$ cat src/rtl/dmem_arb_pkg.sv
// -----------------------------------------------------------------------------
// dmem_arb_pkg
// Shared types and constants for the data-memory arbiter slice.
//   state_e      : sequencer states (IDLE / ACCESS / RESP)
//   ARB_FIXED    : fixed-priority policy selector (requester 0 always wins)
//   ARB_RR       : round-robin policy selector
//   req_idx_t    : requester index (0 = load/store unit, 1 = DMA/debug)
//   TMO_W        : width of the ACCESS wait counter
//   addr_misaligned() : helper used by the optional alignment check
// Optional feature macro used by the slice: DMEM_ARB_ALIGN_CHECK_EN
// -----------------------------------------------------------------------------
package dmem_arb_pkg;

  typedef enum logic [1:0] {
    ST_IDLE   = 2'd0,
    ST_ACCESS = 2'd1,
    ST_RESP   = 2'd2
  } state_e;

  localparam logic ARB_FIXED = 1'b0;
  localparam logic ARB_RR    = 1'b1;

  typedef logic req_idx_t;

  localparam int TMO_W = 8;
  typedef logic [TMO_W-1:0] tmo_cnt_t;

  // A word access is aligned only when the two byte-offset bits are zero.
  function automatic logic addr_misaligned(input logic [31:0] addr);
    return (addr[1:0] != 2'b00);
  endfunction

endpackage

$ cat src/rtl/dmem_arb_pick.sv
// -----------------------------------------------------------------------------
// dmem_arb_pick
// Combinational two-way picker, reusable for any two-requester shared
// resource.
//   stb0_i, stb1_i : request lines
//   last_grant_i   : index granted most recently (round-robin history)
//   mode_i         : ARB_FIXED or ARB_RR
//   valid_o        : at least one request present
//   grant_o        : index of the winning requester (only meaningful with
//                    valid_o)
// -----------------------------------------------------------------------------
module dmem_arb_pick
  import dmem_arb_pkg::*;
(
  input  logic     stb0_i,
  input  logic     stb1_i,
  input  req_idx_t last_grant_i,
  input  logic     mode_i,
  output logic     valid_o,
  output req_idx_t grant_o
);

  // Winner selection: a lone requester always wins; a tie goes to requester 0
  // in fixed mode, or to the one not granted last time in round-robin mode.
  always_comb begin
    valid_o = stb0_i | stb1_i;
    grant_o = 1'b0;
    if (stb0_i && stb1_i) begin
      if (mode_i == ARB_RR) begin
        grant_o = ~last_grant_i;
      end else begin
        grant_o = 1'b0;
      end
    end else if (stb1_i) begin
      grant_o = 1'b1;
    end else begin
      grant_o = 1'b0;
    end
  end

endmodule

$ cat src/rtl/dmem_arbiter.sv
// -----------------------------------------------------------------------------
// dmem_arbiter
// Two-requester arbiter and sequencer in front of the single-port data memory.
// Requester 0 is the core load/store unit, requester 1 the DMA/debug port.
// One transaction at a time: IDLE (arbitrate, latch request) -> ACCESS (wait
// for i_mem_rd_ack or timeout) -> RESP (one-cycle ack to the winner).
//
// Parameters
//   ARB_MODE    : 0 = fixed priority (M0 wins), 1 = round-robin
//   TIMEOUT_CYC : ACCESS cycles without i_mem_rd_ack before an error response
//                 (1..255)
//
// Ports
//   clk, rst                 : clock, asynchronous active-high reset
//   i_mX_stb/wr_en/addr/wdata: request from requester X (held until ack)
//   o_mX_ack/err/rdata       : one-cycle completion with error flag and data
//   o_mem_stb/wr_en/addr/wdata: registered memory command
//   i_mem_rd_ack, i_mem_rdata: memory ready and combinational read data
//
// Optional feature: define DMEM_ARB_ALIGN_CHECK_EN to reject word-misaligned
// addresses without touching the memory (err response one cycle after grant).
// -----------------------------------------------------------------------------
module dmem_arbiter
  import dmem_arb_pkg::*;
#(
  parameter int ARB_MODE    = 0,
  parameter int TIMEOUT_CYC = 15
) (
  input  logic        clk,
  input  logic        rst,

  input  logic        i_m0_stb,
  input  logic        i_m0_wr_en,
  input  logic [31:0] i_m0_addr,
  input  logic [31:0] i_m0_wdata,
  output logic        o_m0_ack,
  output logic        o_m0_err,
  output logic [31:0] o_m0_rdata,

  input  logic        i_m1_stb,
  input  logic        i_m1_wr_en,
  input  logic [31:0] i_m1_addr,
  input  logic [31:0] i_m1_wdata,
  output logic        o_m1_ack,
  output logic        o_m1_err,
  output logic [31:0] o_m1_rdata,

  output logic        o_mem_stb,
  output logic        o_mem_wr_en,
  output logic [31:0] o_mem_addr,
  output logic [31:0] o_mem_wdata,
  input  logic        i_mem_rd_ack,
  input  logic [31:0] i_mem_rdata
);

  localparam logic     MODE_BIT = (ARB_MODE == 1) ? ARB_RR : ARB_FIXED;
  // The counter holds the number of ACCESS cycles already spent waiting, so
  // the last permitted waiting cycle is the one where it equals TIMEOUT_CYC-1.
  localparam tmo_cnt_t TMO_LAST = tmo_cnt_t'(TIMEOUT_CYC - 1);

  state_e      state_q, state_d;
  req_idx_t    winner_q, winner_d;
  req_idx_t    last_grant_q, last_grant_d;
  tmo_cnt_t    cnt_q, cnt_d;

  logic        mem_stb_q, mem_stb_d;
  logic        mem_wr_en_q, mem_wr_en_d;
  logic [31:0] mem_addr_q, mem_addr_d;
  logic [31:0] mem_wdata_q, mem_wdata_d;

  logic        m0_ack_q, m0_ack_d;
  logic        m0_err_q, m0_err_d;
  logic [31:0] m0_rdata_q, m0_rdata_d;
  logic        m1_ack_q, m1_ack_d;
  logic        m1_err_q, m1_err_d;
  logic [31:0] m1_rdata_q, m1_rdata_d;

  logic        pick_valid_s;
  req_idx_t    pick_idx_s;
  logic        sel_wr_en_s;
  logic [31:0] sel_addr_s;
  logic [31:0] sel_wdata_s;
  logic        misaligned_s;
  logic        timeout_s;

  dmem_arb_pick u_pick (
    .stb0_i       (i_m0_stb),
    .stb1_i       (i_m1_stb),
    .last_grant_i (last_grant_q),
    .mode_i       (MODE_BIT),
    .valid_o      (pick_valid_s),
    .grant_o      (pick_idx_s)
  );

  // Route the winning requester's command fields toward the memory registers.
  always_comb begin
    if (pick_idx_s == 1'b1) begin
      sel_wr_en_s = i_m1_wr_en;
      sel_addr_s  = i_m1_addr;
      sel_wdata_s = i_m1_wdata;
    end else begin
      sel_wr_en_s = i_m0_wr_en;
      sel_addr_s  = i_m0_addr;
      sel_wdata_s = i_m0_wdata;
    end
  end

`ifdef DMEM_ARB_ALIGN_CHECK_EN
  assign misaligned_s = addr_misaligned(sel_addr_s);
`else
  assign misaligned_s = 1'b0;
`endif

  // rd_ack takes precedence over a timeout landing in the same cycle.
  assign timeout_s = !i_mem_rd_ack && (cnt_q == TMO_LAST);

  // State register.
  always_ff @(posedge clk or posedge rst) begin
    if (rst) begin
      state_q <= ST_IDLE;
    end else begin
      state_q <= state_d;
    end
  end

  // Next-state logic.
  always_comb begin
    state_d = state_q;
    case (state_q)
      ST_IDLE: begin
        if (pick_valid_s) begin
          if (misaligned_s) begin
            state_d = ST_RESP;
          end else begin
            state_d = ST_ACCESS;
          end
        end else begin
          state_d = ST_IDLE;
        end
      end
      ST_ACCESS: begin
        if (i_mem_rd_ack || timeout_s) begin
          state_d = ST_RESP;
        end else begin
          state_d = ST_ACCESS;
        end
      end
      ST_RESP: begin
        state_d = ST_IDLE;
      end
      default: begin
        state_d = ST_IDLE;
      end
    endcase
  end

  // Output / datapath next values. Response registers default to zero so an
  // ack, and its err/rdata, last exactly one cycle and the non-winner stays 0.
  // The request is latched at grant, so a requester dropping stb early cannot
  // disturb a transaction already in flight.
  always_comb begin
    winner_d     = winner_q;
    last_grant_d = last_grant_q;
    cnt_d        = cnt_q;
    mem_stb_d    = mem_stb_q;
    mem_wr_en_d  = mem_wr_en_q;
    mem_addr_d   = mem_addr_q;
    mem_wdata_d  = mem_wdata_q;
    m0_ack_d     = 1'b0;
    m0_err_d     = 1'b0;
    m0_rdata_d   = 32'h0000_0000;
    m1_ack_d     = 1'b0;
    m1_err_d     = 1'b0;
    m1_rdata_d   = 32'h0000_0000;

    case (state_q)
      ST_IDLE: begin
        if (pick_valid_s) begin
          winner_d     = pick_idx_s;
          last_grant_d = pick_idx_s;
          cnt_d        = {TMO_W{1'b0}};
          if (misaligned_s) begin
            // Rejected without a memory cycle: straight to an error response.
            mem_stb_d   = 1'b0;
            mem_wr_en_d = 1'b0;
            if (pick_idx_s == 1'b1) begin
              m1_ack_d = 1'b1;
              m1_err_d = 1'b1;
            end else begin
              m0_ack_d = 1'b1;
              m0_err_d = 1'b1;
            end
          end else begin
            mem_stb_d   = 1'b1;
            mem_wr_en_d = sel_wr_en_s;
            mem_addr_d  = sel_addr_s;
            mem_wdata_d = sel_wdata_s;
          end
        end else begin
          mem_stb_d   = 1'b0;
          mem_wr_en_d = 1'b0;
        end
      end

      ST_ACCESS: begin
        if (i_mem_rd_ack) begin
          mem_stb_d   = 1'b0;
          mem_wr_en_d = 1'b0;
          if (winner_q == 1'b1) begin
            m1_ack_d   = 1'b1;
            m1_rdata_d = mem_wr_en_q ? 32'h0000_0000 : i_mem_rdata;
          end else begin
            m0_ack_d   = 1'b1;
            m0_rdata_d = mem_wr_en_q ? 32'h0000_0000 : i_mem_rdata;
          end
        end else if (timeout_s) begin
          mem_stb_d   = 1'b0;
          mem_wr_en_d = 1'b0;
          if (winner_q == 1'b1) begin
            m1_ack_d = 1'b1;
            m1_err_d = 1'b1;
          end else begin
            m0_ack_d = 1'b1;
            m0_err_d = 1'b1;
          end
        end else begin
          cnt_d = cnt_q + tmo_cnt_t'(1);
        end
      end

      ST_RESP: begin
        cnt_d       = {TMO_W{1'b0}};
        mem_stb_d   = 1'b0;
        mem_wr_en_d = 1'b0;
      end

      default: begin
        cnt_d       = {TMO_W{1'b0}};
        mem_stb_d   = 1'b0;
        mem_wr_en_d = 1'b0;
      end
    endcase
  end

  // Datapath and response registers. Reset leaves last_grant at 1 so that
  // requester 0 wins the first round-robin tie.
  always_ff @(posedge clk or posedge rst) begin
    if (rst) begin
      winner_q     <= 1'b0;
      last_grant_q <= 1'b1;
      cnt_q        <= {TMO_W{1'b0}};
      mem_stb_q    <= 1'b0;
      mem_wr_en_q  <= 1'b0;
      mem_addr_q   <= 32'h0000_0000;
      mem_wdata_q  <= 32'h0000_0000;
      m0_ack_q     <= 1'b0;
      m0_err_q     <= 1'b0;
      m0_rdata_q   <= 32'h0000_0000;
      m1_ack_q     <= 1'b0;
      m1_err_q     <= 1'b0;
      m1_rdata_q   <= 32'h0000_0000;
    end else begin
      winner_q     <= winner_d;
      last_grant_q <= last_grant_d;
      cnt_q        <= cnt_d;
      mem_stb_q    <= mem_stb_d;
      mem_wr_en_q  <= mem_wr_en_d;
      mem_addr_q   <= mem_addr_d;
      mem_wdata_q  <= mem_wdata_d;
      m0_ack_q     <= m0_ack_d;
      m0_err_q     <= m0_err_d;
      m0_rdata_q   <= m0_rdata_d;
      m1_ack_q     <= m1_ack_d;
      m1_err_q     <= m1_err_d;
      m1_rdata_q   <= m1_rdata_d;
    end
  end

  assign o_mem_stb   = mem_stb_q;
  assign o_mem_wr_en = mem_wr_en_q;
  assign o_mem_addr  = mem_addr_q;
  assign o_mem_wdata = mem_wdata_q;
  assign o_m0_ack    = m0_ack_q;
  assign o_m0_err    = m0_err_q;
  assign o_m0_rdata  = m0_rdata_q;
  assign o_m1_ack    = m1_ack_q;
  assign o_m1_err    = m1_err_q;
  assign o_m1_rdata  = m1_rdata_q;

endmodule

$ cat config.mk
export PLATFORM = sky130hd
export DESIGN_NAME = dmem_arbiter
export DESIGN_NICKNAME = d
export VERILOG_FILES = /design/src/rtl/dmem_arb_pkg.sv /design/src/rtl/dmem_arb_pick.sv /design/src/rtl/dmem_arbiter.sv
export SDC_FILE = /design/constraint.sdc
export NUM_CORES = 1
export LEC_CHECK = 0
export CAP_MARGIN = 10
export CORE_UTILIZATION = 29
export DETAILED_ROUTE_END_ITERATION = 16
export GPL_TIMING_DRIVEN = 0
export REMOVE_ABC_BUFFERS = 1
export SLEW_MARGIN = 0
export SYNTH_ARGS = -nofsm -noshare
export SYNTH_HDL_FRONTEND = slang
export SYNTH_SLANG_ARGS = --single-unit
$ cat constraint.sdc
create_clock -name clk -period 7 [get_ports clk]
set_clock_uncertainty 0.2 [all_clocks]
set_input_delay 1.05 -clock clk [delete_from_list [all_inputs] [get_ports clk]]
set_output_delay 1.05 -clock clk [all_outputs]
set_load 0.02 [all_outputs]
After elaboration in Yosys (flattened, before gate mapping) --
Cells that the tools add are included.
Cells by class: add/sub/neg operators 1, eq/ne operators 6, multiplexer cells 37, bitwise logic cells 1, reductions and logical operators 7
Operators by type and width (count):
- 32-bit 2-to-1 mux | 9
- 8-bit 2-to-1 mux | 3
- 1-bit 2-to-1 mux | 20
- 8-bit one-hot mux with 2 select lines | 1
- 8-bit by 1-bit adder with 8-bit output (second input constant) | 1
- 8-bit by 4-bit == test with 1-bit output (second input constant) | 1
- 2-bit != test (second input constant) | 3
- 1-bit one-hot mux with 2 select lines | 2
- 2-bit one-hot mux with 2 select lines | 1
- 3-bit != test (second input constant) | 1
- 3-bit AND reduction | 1
- 2-bit by 1-bit == test with 1-bit output (second input constant) | 1
- 1-bit logical AND | 2
- 2-bit zero test | 1
- 2-bit 2-to-1 mux | 1
- 2-bit AND reduction | 1
- 1-bit zero test | 1
- 1-bit logical OR | 1
- 1-bit bitwise OR | 1
Storage, ports and cells: bits in registers 145, input bits 167, output and inout bits 134, word-level logic and storage cells 65

Depth between registers and ports, before layout --
depth after elaboration 5, mapped depth 7, mapped depth without buffers 6

By module --
A second synthesis with hierarchy kept.
Second synthesis, totals: cells, all modules 505, area, all modules 5906.9 sq um
Modules (own cells, without submodules):
- dmem_arbiter | times used 1, cells each 502, area each 5886.9 sq um, seq. area each 3654.8 sq um
- dmem_arb_pick | times used 1, cells each 3, area each 20.0 sq um, seq. area each 0.0 sq um

Worst setup path before layout --
No wires, ideal clock.
path kind in2reg, start point input port i_m0_stb, end point register mem_addr_q[0], in the netlist o_mem_addr[0], setup time 0.133 ns, arrival 1.755 ns, required time 6.667 ns, slack 4.912 ns, stages on the path 5, buffers on the path 2, cell sequence nand2b_1 buf_4 buf_4 mux2i_1 o21ai_0
Between the ends: longest elaborated chain between the ends 3, elaborated cells between the ends (all ways) 5, those cells by class 2 x mux; 1 x bitwise; 2 x reduce/logical
Ends and longest elaborated chain:
- start, declared | RTL line dmem_arbiter.sv:32 | input logic i_m0_stb,
- 1-bit logical AND | RTL line dmem_arb_pick.sv:28 | if (stb0_i && stb1_i) begin
- 1-bit 2-to-1 mux | RTL line dmem_arb_pick.sv:28
- 32-bit 2-to-1 mux | RTL line dmem_arbiter.sv:97 | if (pick_idx_s == 1'b1) begin
- end signal, assigned | RTL line dmem_arbiter.sv:268 | mem_addr_q <= mem_addr_d;
- end, declared | RTL line dmem_arbiter.sv:68 | logic [31:0] mem_addr_q, mem_addr_d;
Parallel ways exist; a longest one is shown, timed or not. A chain may end at the register's enable or synchronous reset.

Worst setup path in the final report --
start point input port i_m0_stb, end point register mem_wdata_q[19], in the netlist o_mem_wdata[19]
Between the ends: longest elaborated chain between the ends 3, elaborated cells between the ends (all ways) 5, those cells by class 2 x mux; 1 x bitwise; 2 x reduce/logical
Ends and longest elaborated chain:
- 1-bit logical AND | RTL line dmem_arb_pick.sv:28
- 1-bit 2-to-1 mux | RTL line dmem_arb_pick.sv:28
- 32-bit 2-to-1 mux | RTL line dmem_arbiter.sv:97
- end signal, assigned | RTL line dmem_arbiter.sv:269 | mem_wdata_q <= mem_wdata_d;
- end, declared | RTL line dmem_arbiter.sv:69 | logic [31:0] mem_wdata_q, mem_wdata_d;
Parallel ways exist; a longest one is shown, timed or not.

==> impl_metrics.py <==
metrics = {
    "die": {
        "initial_core_util": 0.2983,
        "die_h_um": 144.2,
        "core-area_um2": 19650,
        "io-pin-count": 301,
        "rows": 51,
        "die_area_um2": 20790,
        "die_w_um": 144.2,
    },
    "global_route": {
        "grt_use_met3": 0.06291,
        "grt_pass1_wl_um": 23610,
        "grt_usage": 0.1507,
        "busiest_layer": "met2",
        "grt_pass1_vias": 4568,
        "grt_util_met1": 0.1644,
        "antenna_found_initial": 0,
        "grt_max_degree": 77,
        "grt_use_met2": 0.2616,
        "overflow": 0,
    },
    "placement": {
        "pre_cts_ws_ns": 3.874,
        "gp_congestion": 0.8031,
        "place_area_um2": 9181,
        "port_buffers": 300,
        "dp_hpwl_um": 11940,
        "place_inst": 1044,
    },
    "yosys": {
        "synth_xor_area_frac": 0,
        "synth_compound_area_frac": 0.08132,
        "synth_area_um2": 5862,
        "synth-seq-area-share": 0.6190,
        "synth_top_family_by_area": "simple AND/OR/NAND/NOR gates",
        "ys_types": 40,
        "synth.avg_cell_area_um2": 11.65,
        "synth_seq_cells": 145,
        "synth_warnings": 0,
        "synth_mux_area_frac": 0.1093,
        "synth-simple-area-share": 0.1518,
        "postSynthCellCount": 503,
        "async_flop_share": 1.000,
        "yosys.area_share.adder": 0.004269,
        "synth_ff_type": "dfrtp_1",
        "synth_edf_count": 0,
    },
    "route": {
        "via_per_inst": 4.361,
        "final_antenna_net_count": 0,
        "routed_wl_um": 15960,
        "drt_iter0_markers": 185,
        "vias": 4692,
        "route.detailed.drc": 0,
        "wl_per_cell_um": 14.84,
        "first_pass_iters": 5,
    },
    "clocking": {
        "htreeDepth": 4,
        "cts_hold_buffers": 0,
        "cts_tree": "built",
        "clk_pin_slew_ns": 0.06,
        "clock-root-buffer": "clkbuf_16",
        "cts_sinks": 145,
        "clock_latency_ns": 0.41,
        "post_cts_buffers": 0,
        "cts_made_buffers": 17,
        "clockBufferDepth": 2,
        "ctsResizeCount": 0,
    },
    "run_status": {
        "status": "finished, final reports clean",
    },
    "worst_setup_path": {
        "crit_chain": "clkdlybuf4s50_1, nand2b_4, buf_16, mux2i_1, o21ai_0",
        "cp_slowest_cell": "clkdlybuf4s50_1",
        "worstPathRequired_ns": 7.08,
        "crit_family": "buffers and inverters",
        "start_kind": "input pin",
        "crit_path_max_incr_delay_ns": 0.63,
        "crit_type": "input pin to flop",
        "arrival_ns": 2.80,
        "critPathCaptureType": "flop",
        "cp_num_buf_inv": 2,
        "crit_fanout": 58,
    },
    "layout": {
        "diodes": 0,
        "fin_util": 0.4963,
        "layout.cells.most_common": "clkdlybuf4s50_1",
        "final_cell_mix": "300 x clkdlybuf4s50_1, 145 x dfrtp_1, 72 x nand2_1",
        "fin_nets": 967,
        "drive_gt1_frac": 0.06042,
        "design_area_um2": 9754,
        "area_delta_synth_final_pct": 66.40,
        "fin_cells": 1076,
        "fill_cells": 1789,
    },
    "timing": {
        "setup_tns_ns": 0,
        "slew_headroom": 0.4939,
        "hold_viol_final": 0,
        "period_share": 0.3872,
        "worstMarginPinSlew_ns": 0.7577,
        "finalCriticalPeriod_ns": 2.711,
        "setup_slack_ns": 4.289,
        "timing.hold.ws_ns": 0.2782,
        "rsz0062_at_grt": "false",
        "timing.fmax_mhz": 368.9,
        "slew_viol_final": 0,
        "setup_viol": 0,
    },
    "flow_run": {
        "cap_viol_max_count": 0,
    },
    "min_path": {
        "min_path_type": "flop to flop",
    },
    "pwr": {
        "ir_drop_mv": 0.1594,
        "clkPwrFrac": 0.253,
        "intPower_mw": 2.234,
        "p_seq_frac": 0.350,
        "swShare": 0.3549,
        "p_comb_frac": 0.396,
        "powerDensity_nw_per_um2": 355.0,
        "total_power_mw": 3.463,
        "switchingPower_mw": 1.229,
        "p_leak_nw": 4.506,
    },
}
[logic make-up after synthesis]
group | count (synthesis)
buffers and inverters | 35
adders and majority gates | 2
muxes | 64
and+or+nand+nor | 168
AOI/OAI and AO/OA | 89
DFF | 145
[routing by layer]
| layer | part of all wire | wire, um |
|---|---|---|
| met4 | 0.011 | 183 |
| met3 | 0.12 | 1879 |
| met2 | 0.49 | 7825 |
| met5 | 0 | 0 |
| met1 | 0.38 | 6076 |
[final timing paths]
check                      cells past startpoint                     endpoint                        from  slack (ns)
hold / removal                                 2   o_mem_addr[29]$_DFFE_PP0N_  o_mem_addr[29]$_DFFE_PP0N_        0.28
setup reg to reg                               4      o_m1_rdata[4]$_DFF_PP0_        state_q[0]$_DFF_PP0_        4.73
setup / recovery                               5  o_mem_wdata[19]$_DFFE_PP0N_                    i_m0_stb        4.29
min in group asynchronous                      2    o_mem_addr[4]$_DFFE_PP0N_                         rst        0.89
hold reg to reg                                2   o_mem_addr[29]$_DFFE_PP0N_  o_mem_addr[29]$_DFFE_PP0N_        0.28
max in group asynchronous                      3      o_m1_rdata[3]$_DFF_PP0_                         rst        4.93
[power groups by stage]
| stage | Clock (mW) | Combinational, mW | Sequential [mW] |
|---|---|---|---|
| floorplan | 0 | 0.372 | 1.51 |
| global placement | 0 | 1.36 | 1.22 |
| detailed placement | 0 | 1.39 | 1.23 |
| CTS | 0.907 | 1.39 | 1.22 |
| global route | 0.944 | 1.48 | 1.25 |
| finish | 0.878 | 1.37 | 1.21 |
[registers in the layout (all words and copies together) (netlist names), 2 cells and up]
| name | flops |
|---|---|
| cnt_q | 8 |
| o_m0_rdata | 32 |
| o_m1_rdata | 32 |
| o_mem_addr | 32 |
| o_mem_wdata | 32 |
| state_q | 2 |
[area by class of cell]
class	count	area [um^2]	share of cell area
multi-input cells	323	2057	0.2109
repair buffers	306	3141	0.3220
clock buffers	18	429.2	0.04400
clock inverters	14	143.9	0.01475
flip-flops and latches	145	3628	0.3720
inverters	5	23.77	0.002437
well taps	265	331.6	0.03399
[tightest hold or removal path: cells and delay by family (launching register included)]
kind / cells / cell delay, ns
AOI/OAI and AO/OA: 1 / 0.06
DFF: 1 / 0.34
and+or+nand+nor: 1 / 0.04
[cells in the mapped netlist (2+ instances only)]
| master | instances | area share |
|---|---|---|
| o21ai_1 | 13 | 0.011 |
| nand3_1 | 4 | 0.0034 |
| ha_1 | 2 | 0.0043 |
| and3_1 | 2 | 0.0021 |
| clkbuf_2 | 3 | 0.0026 |
| nand2_1 | 72 | 0.046 |
| a31oi_1 | 4 | 0.0043 |
| clkbuf_1 | 7 | 0.0045 |
| inv_1 | 5 | 0.0032 |
| mux2i_1 | 64 | 0.11 |
| buf_4 | 14 | 0.018 |
| nor3_1 | 3 | 0.0026 |
| and2_1 | 62 | 0.066 |
| nand2b_1 | 3 | 0.0032 |
| dfrtp_1 | 145 | 0.62 |
| o21ai_0 | 61 | 0.052 |
| nor2_1 | 8 | 0.0051 |
| a21oi_1 | 4 | 0.0034 |
| buf_2 | 5 | 0.0043 |
| a21o_1 | 2 | 0.0026 |
Power figures use the tool's default switching activity.
